--- src/rtl/pll_drp_pkg.sv ---
// Shared definitions for the PLLE2 DRP reconfiguration controller.
//   state_t     : controller FSM states
//   addr_map    : output select -> {reg1, reg2} DRP addresses
//   div_encode  : divide value -> {high, low, edge, no_count} fields
//   req_valid   : legality check for an incoming request
package pll_drp_pkg;

  typedef enum logic [3:0] {
    S_IDLE,
    S_RST,
    S_RD1,
    S_RD1_W,
    S_WR1,
    S_WR1_W,
    S_RD2,
    S_RD2_W,
    S_WR2,
    S_WR2_W,
    S_RELEASE,
    S_WAIT_LOCK,
    S_DONE
  } state_t;

  // Bits of each clock register that belong to other PLL settings and must survive the write.
  localparam logic [15:0] KEEP_REG1 = 16'hF000;
  localparam logic [15:0] KEEP_REG2 = 16'hFF00;

  localparam logic [2:0] SEL_INVALID = 3'd7;
  localparam logic [7:0] DIVIDE_MAX  = 8'd128;

  typedef struct packed {
    logic [6:0] reg1;
    logic [6:0] reg2;
  } drp_regs_t;

  typedef struct packed {
    logic [5:0] high;
    logic [5:0] low;
    logic       edge_flag;
    logic       no_count;
  } div_enc_t;

  function automatic drp_regs_t addr_map(input logic [2:0] sel);
    drp_regs_t r;
    case (sel)
      3'd0:    r = '{reg1: 7'h08, reg2: 7'h09};
      3'd1:    r = '{reg1: 7'h0A, reg2: 7'h0B};
      3'd2:    r = '{reg1: 7'h0C, reg2: 7'h0D};
      3'd3:    r = '{reg1: 7'h0E, reg2: 7'h0F};
      3'd4:    r = '{reg1: 7'h10, reg2: 7'h11};
      3'd5:    r = '{reg1: 7'h06, reg2: 7'h07};
      3'd6:    r = '{reg1: 7'h14, reg2: 7'h15};
      default: r = '{reg1: 7'h00, reg2: 7'h00};
    endcase
    return r;
  endfunction

  // high/low are truncated to 6 bits so a count of 64 encodes as 0.
  function automatic div_enc_t div_encode(input logic [7:0] d);
    div_enc_t e;
    e.high      = 6'(d >> 1);
    e.low       = 6'(d - (d >> 1));
    e.edge_flag = d[0];
    e.no_count  = (d == 8'd1);
    return e;
  endfunction

  function automatic logic req_valid(input logic [2:0] sel, input logic [7:0] d);
    return (sel != SEL_INVALID) && (d != 8'd0) && (d <= DIVIDE_MAX);
  endfunction

endpackage

--- src/rtl/pll_drp_reconfig.sv ---
// Runtime divider reconfiguration for a PLLE2 through its DRP port.
// One request at a time: hold the PLL in reset, read-modify-write the two
// clock registers of the selected output, release the PLL and wait for lock.
//
// Ports
//   refclk                 : clock, also the PLL DCLK
//   rst                    : synchronous active-high reset
//   cfg_valid/cfg_ready    : request handshake (ready only in IDLE)
//   cfg_sel, cfg_divide    : target output (0-5 CLKOUTn, 6 CLKFBOUT) and divide value
//   busy, done, err        : status; done/err are one-cycle pulses
//   drp_addr/di/en/we      : DRP master outputs
//   drp_rdata, drp_rdy     : DRP DO / DRDY
//   pll_rst, pll_locked    : PLL reset and lock
//
// state       | meaning
// ------------+---------------------------------------------
// IDLE        | ready for a request
// RST         | PLL reset asserted, prepare first access
// RD1/RD1_W   | read reg1 / wait for DRDY
// WR1/WR1_W   | write merged reg1 / wait for DRDY
// RD2/RD2_W   | read reg2 / wait for DRDY
// WR2/WR2_W   | write merged reg2 / wait for DRDY
// RELEASE     | PLL reset deasserted
// WAIT_LOCK   | wait for LOCKED or lock timeout
// DONE        | one-cycle completion pulse (err on failure)
module pll_drp_reconfig
  import pll_drp_pkg::*;
#(
  parameter int LOCK_TIMEOUT = 65536,
  parameter int DRDY_TIMEOUT = 64
) (
  input  logic        refclk,
  input  logic        rst,
  input  logic        cfg_valid,
  output logic        cfg_ready,
  input  logic [2:0]  cfg_sel,
  input  logic [7:0]  cfg_divide,
  output logic        busy,
  output logic        done,
  output logic        err,
  output logic [6:0]  drp_addr,
  output logic [15:0] drp_di,
  input  logic [15:0] drp_rdata,
  output logic        drp_en,
  output logic        drp_we,
  input  logic        drp_rdy,
  output logic        pll_rst,
  input  logic        pll_locked
);

  localparam int CNT_MAX = (LOCK_TIMEOUT > DRDY_TIMEOUT) ? LOCK_TIMEOUT : DRDY_TIMEOUT;
  localparam int CNT_W   = $clog2(CNT_MAX + 1);
  localparam logic [CNT_W-1:0] DRDY_TC = CNT_W'(DRDY_TIMEOUT - 1);
  // The RELEASE cycle already has the PLL out of reset, so it counts toward the lock budget.
  localparam logic [CNT_W-1:0] LOCK_TC = CNT_W'(LOCK_TIMEOUT - 2);

  state_t           state, state_next;
  logic [2:0]       sel_q;
  logic [7:0]       div_q;
  logic             err_q;
  logic [CNT_W-1:0] cnt;

  logic        accept, in_wait, drp_tmo, lock_tmo, fail_now;
  drp_regs_t   regs;
  div_enc_t    enc;

  logic        cfg_ready_d, busy_d, done_d, err_d, drp_en_d, drp_we_d, pll_rst_d;
  logic [6:0]  drp_addr_d;
  logic [15:0] drp_di_d;

  assign accept   = cfg_valid & cfg_ready;
  assign in_wait  = (state == S_RD1_W) || (state == S_WR1_W) ||
                    (state == S_RD2_W) || (state == S_WR2_W);
  assign drp_tmo  = in_wait && !drp_rdy && (cnt == DRDY_TC);
  assign lock_tmo = (state == S_WAIT_LOCK) && !pll_locked && (cnt == LOCK_TC);
  assign fail_now = (state == S_IDLE && accept && !req_valid(cfg_sel, cfg_divide)) ||
                    drp_tmo || lock_tmo;
  assign regs     = addr_map(sel_q);
  assign enc      = div_encode(div_q);

  // State register
  always_ff @(posedge refclk) begin
    if (rst) state <= S_IDLE;
    else     state <= state_next;
  end

  // Next-state logic
  always_comb begin
    state_next = state;
    case (state)
      S_IDLE:      if (accept) state_next = req_valid(cfg_sel, cfg_divide) ? S_RST : S_DONE;
      S_RST:       state_next = S_RD1;
      S_RD1:       state_next = S_RD1_W;
      S_RD1_W:     if (drp_rdy) state_next = S_WR1; else if (drp_tmo) state_next = S_RELEASE;
      S_WR1:       state_next = S_WR1_W;
      S_WR1_W:     if (drp_rdy) state_next = S_RD2; else if (drp_tmo) state_next = S_RELEASE;
      S_RD2:       state_next = S_RD2_W;
      S_RD2_W:     if (drp_rdy) state_next = S_WR2; else if (drp_tmo) state_next = S_RELEASE;
      S_WR2:       state_next = S_WR2_W;
      S_WR2_W:     if (drp_rdy || drp_tmo) state_next = S_RELEASE;
      // A failed DRP access skips the lock wait.
      S_RELEASE:   state_next = err_q ? S_DONE : S_WAIT_LOCK;
      S_WAIT_LOCK: if (pll_locked || lock_tmo) state_next = S_DONE;
      S_DONE:      state_next = S_IDLE;
      default:     state_next = S_IDLE;
    endcase
  end

  // Output logic: outputs are registered from the next state so they line up
  // with the state they belong to and have clean reset values.
  always_comb begin
    cfg_ready_d = (state_next == S_IDLE);
    busy_d      = (state_next != S_IDLE);
    done_d      = (state_next == S_DONE);
    err_d       = (state_next == S_DONE) && (err_q || fail_now);
    drp_en_d    = (state_next == S_RD1) || (state_next == S_WR1) ||
                  (state_next == S_RD2) || (state_next == S_WR2);
    drp_we_d    = (state_next == S_WR1) || (state_next == S_WR2);
    pll_rst_d   = (state_next inside {S_RST, S_RD1, S_RD1_W, S_WR1, S_WR1_W,
                                      S_RD2, S_RD2_W, S_WR2, S_WR2_W});
    drp_addr_d  = drp_addr;
    if (state_next == S_RD1) drp_addr_d = regs.reg1;
    if (state_next == S_RD2) drp_addr_d = regs.reg2;
    // drp_di doubles as the read-data capture: the merged write word is built
    // on DRDY of the read and then held through the following write.
    drp_di_d    = drp_di;
    if (state == S_RD1_W && drp_rdy)
      drp_di_d = (drp_rdata & KEEP_REG1) | {4'b0000, enc.high, enc.low};
    if (state == S_RD2_W && drp_rdy)
      drp_di_d = (drp_rdata & KEEP_REG2) | {8'h00, enc.edge_flag, enc.no_count, 6'b000000};
  end

  always_ff @(posedge refclk) begin
    if (rst) begin
      cfg_ready <= 1'b0;
      busy      <= 1'b0;
      done      <= 1'b0;
      err       <= 1'b0;
      drp_en    <= 1'b0;
      drp_we    <= 1'b0;
      pll_rst   <= 1'b1;
      drp_addr  <= '0;
      drp_di    <= '0;
    end else begin
      cfg_ready <= cfg_ready_d;
      busy      <= busy_d;
      done      <= done_d;
      err       <= err_d;
      drp_en    <= drp_en_d;
      drp_we    <= drp_we_d;
      pll_rst   <= pll_rst_d;
      drp_addr  <= drp_addr_d;
      drp_di    <= drp_di_d;
    end
  end

  // Request capture, sticky failure flag and the shared timeout counter.
  always_ff @(posedge refclk) begin
    if (rst) begin
      sel_q <= '0;
      div_q <= '0;
      err_q <= 1'b0;
      cnt   <= '0;
    end else begin
      if (accept) begin
        sel_q <= cfg_sel;
        div_q <= cfg_divide;
      end
      if (fail_now)    err_q <= 1'b1;
      else if (accept) err_q <= 1'b0;
      if (state_next != state)                  cnt <= '0;
      else if (in_wait || state == S_WAIT_LOCK) cnt <= cnt + CNT_W'(1);
    end
  end

endmodule

--- config.mk ---
export PLATFORM = sky130hd
export DESIGN_NAME = pll_drp_reconfig
export DESIGN_NICKNAME = d
export VERILOG_FILES = /design/src/rtl/pll_drp_pkg.sv /design/src/rtl/pll_drp_reconfig.sv
export SDC_FILE = /design/constraint.sdc
export NUM_CORES = 1
export LEC_CHECK = 0
export CAP_MARGIN = 20
export CORE_MARGIN = 3
export CORE_UTILIZATION = 30
export CTS_CLUSTER_DIAMETER = 50
export DETAILED_ROUTE_END_ITERATION = 8
export RECOVER_POWER = 100
export SYNTH_ARGS = -nofsm -noshare
export SYNTH_HDL_FRONTEND = slang
export SYNTH_SLANG_ARGS = --single-unit
--- constraint.sdc ---
create_clock -name refclk -period 4.65 [get_ports refclk]
set_clock_uncertainty 0.05 [all_clocks]
set_input_delay 0.93 -clock refclk [delete_from_list [all_inputs] [get_ports refclk]]
set_output_delay 0.93 -clock refclk [all_outputs]
set_load 0.01 [all_outputs]
## Word-level counts from Yosys, hierarchy flattened

Cells that the tools add are included.

- Register bits: 63
- Bits of input ports: 32
- Output and inout port bits: 30

- $add $sub $neg: 2
- Magnitude comparators: 1
- Equal/unequal tests: 32
- Mux-type cells: 17
- Bitwise operators: 3
- Reductions and logical operators: 37

Operators by type and width:

| kind | count |
|---|---|
| $pmux 12 s7 | 1 |
| $pmux 4 s12 | 1 |
| $eq 4x3->1 const B | 8 |
| $mux 16 | 2 |
| $mux 4 | 8 |
| $eq 4x4->1 const B | 7 |
| $add 17x1->17 const B | 1 |
| $eq 17x16->1 const B | 1 |
| $eq 17x6->1 const B | 1 |
| $eq 4x2->1 const B | 4 |
| $or 16x12->16 | 1 |
| $or 16x8->16 | 1 |
| $mux 7 | 2 |
| $logic_or 1x1->1 | 13 |
| $logic_and 1x1->1 | 11 |
| $eq 3x3->1 const B | 3 |
| $reduce_bool 9->1 | 1 |
| $eq 4x1->1 const B | 2 |
| $eq 8x1->1 const B | 1 |
| $le 8x8->1 const B | 1 |
| $logic_not 4->1 | 2 |
| $reduce_bool 8->1 | 1 |
| $eq 3x2->1 const B | 2 |
| $reduce_bool 2->1 | 3 |
| 11 further kinds | 14 |

## Logic depth before layout (Yosys ltp)

- Depth in word-level cells: 13
- Mapped depth: 9
- Depth with buffers taken out: 9

## Worst setup path after synthesis

No wires, ideal clock.

- Path kind: input to register
- From: in cfg_divide[5]
- To: reg cnt[10]
- Library setup time: 0.062 ns
- Data arrival time: 2.663 ns
- Path slack: 1.875 ns
- Cell stages on the path: 8
- Path buffers: 1
- Path through: or4_4 -> nor4_4 -> xnor2_1 -> a31oi_1 -> a21oi_1 -> o2111ai_4 -> buf_6 -> nor2_2

- Longest elaborated chain between the ends: 8
- Elaborated cells between the ends (all ways): 9
- Classes of those cells: 1 x order compare; 1 x eq/ne; 3 x mux; 4 x reduce/logical

Ends and longest elaborated chain:

| item | line | source |
|---|---|---|
| start: declaration | pll_drp_reconfig.sv:37 | `input logic [7:0] cfg_divide,` |
| parallel branches: the longest is 2 deep, another holds $le 8x8->1 | n/a |  |
| $logic_and 1x1->1 * | pll_drp_pkg.sv:69 | `return (sel != SEL_INVALID) && (d != 8'd0) && (d <= DIVIDE_MAX);` |
| $mux 4 * (2 in series) | pll_drp_reconfig.sv:91 | `S_IDLE: if (accept) state_next = req_valid(cfg_sel, cfg_divide) ? S_RST : S_DONE;` |
| $pmux 4 s12 * | pll_drp_reconfig.sv:90 | `case (state)` |
| $ne 4x4->1 * | pll_drp_reconfig.sv:171 | `if (state_next != state) cnt <= '0;` |
| $reduce_or 2->1 (no source line) * | n/a |  |
| end signal: assignment | pll_drp_reconfig.sv:172 | `else if (in_wait \|\| state == S_WAIT_LOCK) cnt <= cnt + CNT_W'(1);` |
| end: declaration | pll_drp_reconfig.sv:61 | `logic [CNT_W-1:0] cnt;` |

Every way passes the cells marked *.
A chain may end at the register's enable or synchronous reset.

## Final worst setup path

- From: in cfg_divide[5]
- To: reg cnt[1]

Same word-level chain as after synthesis.

==> impl_results.md <==
- Total power: between 0.0015 and 0.002 W
- Int Power: just over 0.001 W
- Clock Pin Slew Worst Setup and Hold Paths: around 70 ps
- Fin crit period: about 3800 ps
- Via-per-instance ratio: approximately 4.9
- Largest net degree at the start of global routing: 41
- Synth cell types: roughly 60
- GRT Overall Usage: 0.135
- Routed vias: 2749
- Max incr delay on CP: between 500 and 600 ps
- Async S/R FF share, synth: 0
- Power Density: approximately 440 nW/um^2
- CP bufs+invs: 1
- CTS Buf Count: 9
- Final estimated routing congestion in global placement: 0.906
- Slew Viols, Final: 0
- Status: complete, no violations
- Combinational fraction of design power: 0.369
- Flop pwr share: 0.384
- Final period util: 0.818
- Post-synth EDFFs: 0
- Pre-antenna DRT Iters: 4
- Critical path data arrival time: 4000 ps
- Clock Power Share: 0.248
- CP max FO: 17
- Post-DRT Antenna Nets: 0
- Clock insertion delay at the later pin of the skew report: between 300 and 400 ps
- Sequential share of the synthesized area: 0.389
- TritonCTS clock tree: built
- Diodes inserted: 0
- CP Launch Type: input pin
- Wire per inst: around 14 um
- Initial DRC count: between 150 and 200
- Total number of yosys warnings: 0
- Worst path required time: ~4900 ps
- Die area: 11700 um^2
- FMAX: ~260 MHz
- Port Buf Inserts: 51
- CTS Sinks: 61
- Hold_buf cts: 0
- Worst-Margin Slew: roughly 980 ps
- # setup viols final: 0
- Syn Inst Count: approximately 370
- Switching power share of the total: 0.399
- DIE WIDTH: about 110 um
- Mean Syn Cell Area: ~8.4 um^2
- Pleak: between 1 and 1.5 nW
- Grt ovf: 0
- Die Height: around 110 um
- Sum Neg Setup Slack: 0 ps
- Peak VDD IR: 0.000163 V
- Vias in the first global route: 2681
- Hold Path Class: reg2reg
- Crit end category: register
- Share of layout cells above drive strength 1: 0.0775
- CP Class: in2reg
- RSZ-0062 raised after global routing: false
- Root buf cell: clkbuf_8
- Total Nets Final: 464
- # rows: 36
- Starting Density: 0.315
- Htree depth: 3
- NetSw: between 0.0006 and 0.0007 W
- Initial antenna violation count: 0
- Synth Flop Type: dfxtp_1
- Worst path cell trace: clkdlybuf4s50_1, or4_1, nor4_1, xnor2_1, a21boi_0, o21ai_0, o2111ai_2, a211oi_1
- Ports: slightly above 60
- Placeable Area: approximately 10000 um^2
- Slew headroom: 0.344
- First-pass GRT wire length: 12600 um
- FF+latch count, synth: 61
- Crit path max-delay family: compound AO/OA/AOI/OAI gates
- Hpwl dp: roughly 5500 um
- Area growth syn-to-layout: 23.3%
- Post-CTS Setup Inserts: 0
- Bufs on Longest Clock Path: 2
- Fin. Hold Viols: 0
- Number of max-cap violations: 0
- DRC: 0
- Slowest cell on the critical path: o2111ai_2
- Cell area after synthesis: ~3100 um^2
- Post-CTS sizing: 0
- Total Wirelength: around 7600 um
-- synthesized netlist by cell type (all sizes together), types with 2 or more instances --
cell / number / share of area
dfxtp: 61 / 0.39
nand2: 52 / 0.062
nor2: 48 / 0.065
a21oi: 28 / 0.045
nor3: 16 / 0.029
inv: 14 / 0.017
xor2: 13 / 0.036
ha: 10 / 0.040
xnor2: 10 / 0.028
clkbuf: 9 / 0.011
mux2i: 9 / 0.029
a211oi: 8 / 0.021
buf: 8 / 0.016
nand4: 8 / 0.016
o21ai: 8 / 0.015
nor2b: 7 / 0.014
nor4: 7 / 0.024
nand3: 5 / 0.0080
a31oi: 4 / 0.0080
and2: 4 / 0.0080
and4: 4 / 0.011
a311oi: 3 / 0.0084
and3: 3 / 0.0060
a21boi: 2 / 0.0060
a21o: 2 / 0.0048
a31o: 2 / 0.0056
a32oi: 2 / 0.0056
mux2: 2 / 0.0072
nand2b: 2 / 0.0040
o211ai: 2 / 0.0048
o21bai: 2 / 0.0048
or3: 2 / 0.0040
-- sequential cells by signal, summed over array words and instances, names as in the netlist --
signal     count
drp_we         1
done           1
cfg_ready      1
busy           1
div_q          8
drp_addr       5
drp_en         1
err            1
drp_di        16
cnt           17
err_q          1
sel_q          3
state          4
pll_rst        1
-- power groups by stage --
stage                     clock network, W  logic [W]  registers [W]
after floorplan                          0   0.000533       0.000633
after global placement                   0   0.000677       0.000667
after detailed placement                 0   0.000680       0.000667
after CTS                         0.000439   0.000686       0.000655
after global routing              0.000460   0.000702       0.000666
final                             0.000424   0.000630       0.000656
-- area by class of cell --
| type | instances | area, um^2 |
|---|---|---|
| fill | 1018 | 6080 |
| inverter | 14 | 52.6 |
| clock inverter | 7 | 52.6 |
| multi-input combinational | 281 | 1730 |
| tap | 133 | 166 |
| sequential | 61 | 1220 |
| clock buffer | 9 | 124 |
| timing repair buffer | 54 | 529 |
-- metal layers --
layer | GRT usage | routed length [um] | vias to the layer above
met5 | 0 | 0 | -
met4 | 0.0649 | 102 | 0
met3 | 0.0221 | 362 | 8
met2 | 0.211 | 3580 | 59
met1 | 0.179 | 3540 | 1287
li1 | - | - | 1395
-- cells by family (layout without fill, tap and decap cells) --
logic type                 after synthesis  in the layout  share of synthesized area
AOI/OAI and AO/OA                       69             69                      0.151
xor gates and xnor gates                23             23                     0.0641
DFF                                     61             61                      0.389
muxes                                   11             11                     0.0359
other                                    1              2                    0.00119
buffers and inverters                   31             84                     0.0430
adders and majority gates               11             11                     0.0462
and+or+nand+nor                        165            165                      0.270
-- per-stage QoR --
stage / hold WS [ps] / cells / utilization / instance area (um^2) / worst slack [ps]
4_1_cts: 409 / 559 / 0.396 / 3940 / 1310
3_5_place_dp: 398 / 543 / 0.378 / 3760 / 986
5_1_grt: 441 / 559 / 0.389 / 3870 / 568
3_3_place_gp: 392 / 543 / 0.378 / 3760 / 996
2_1_floorplan: 386 / 373 / - / 3140 / 1880
6_report: 402 / 559 / 0.389 / 3870 / 846
-- worst reg2reg max path: stages (launching register included) --
cell and delay [ps]:
dfxtp_1 970, o21ai_0 190, and4b_1 290, a21o_1 190, a211oi_1 600, mux2_1 260, o2111ai_2 520, a211oi_1 360
-- layout by cell type (no fill, tap or decap), types with 3 or more instances in the layout --
master	instances
a211oi_1	8
a21oi_1	28
a311oi_1	3
a31oi_1	4
and3_1	3
and4_1	4
clkbuf_8	9
clkdlybuf4s50_1	21
clkinv_4	4
dfxtp_1	61
dlygate4sd3_1	30
ha_1	10
inv_1	14
mux2i_1	9
nand2_1	52
nand3_1	5
nand4_1	8
nor2_1	38
nor2_2	10
nor2b_1	7
nor3_1	15
nor4_1	7
o21ai_0	8
xnor2_1	10
xor2_1	13
-- worst paths after layout --
path                      startpoint                       to  slack [ps]  cells after the start
max                    cfg_divide[5]      cnt[1]$_SDFFE_PP0P_         850                      8
min          drp_di[12]$_SDFFE_PP0P_  drp_di[12]$_SDFFE_PP0P_         400                      2
max reg2reg      state[2]$_SDFF_PP0_      cnt[1]$_SDFFE_PP0P_        1130                      7
min reg2reg  drp_di[12]$_SDFFE_PP0P_  drp_di[12]$_SDFFE_PP0P_         400                      2
Note: power is estimated with default switching activity, not from simulation.
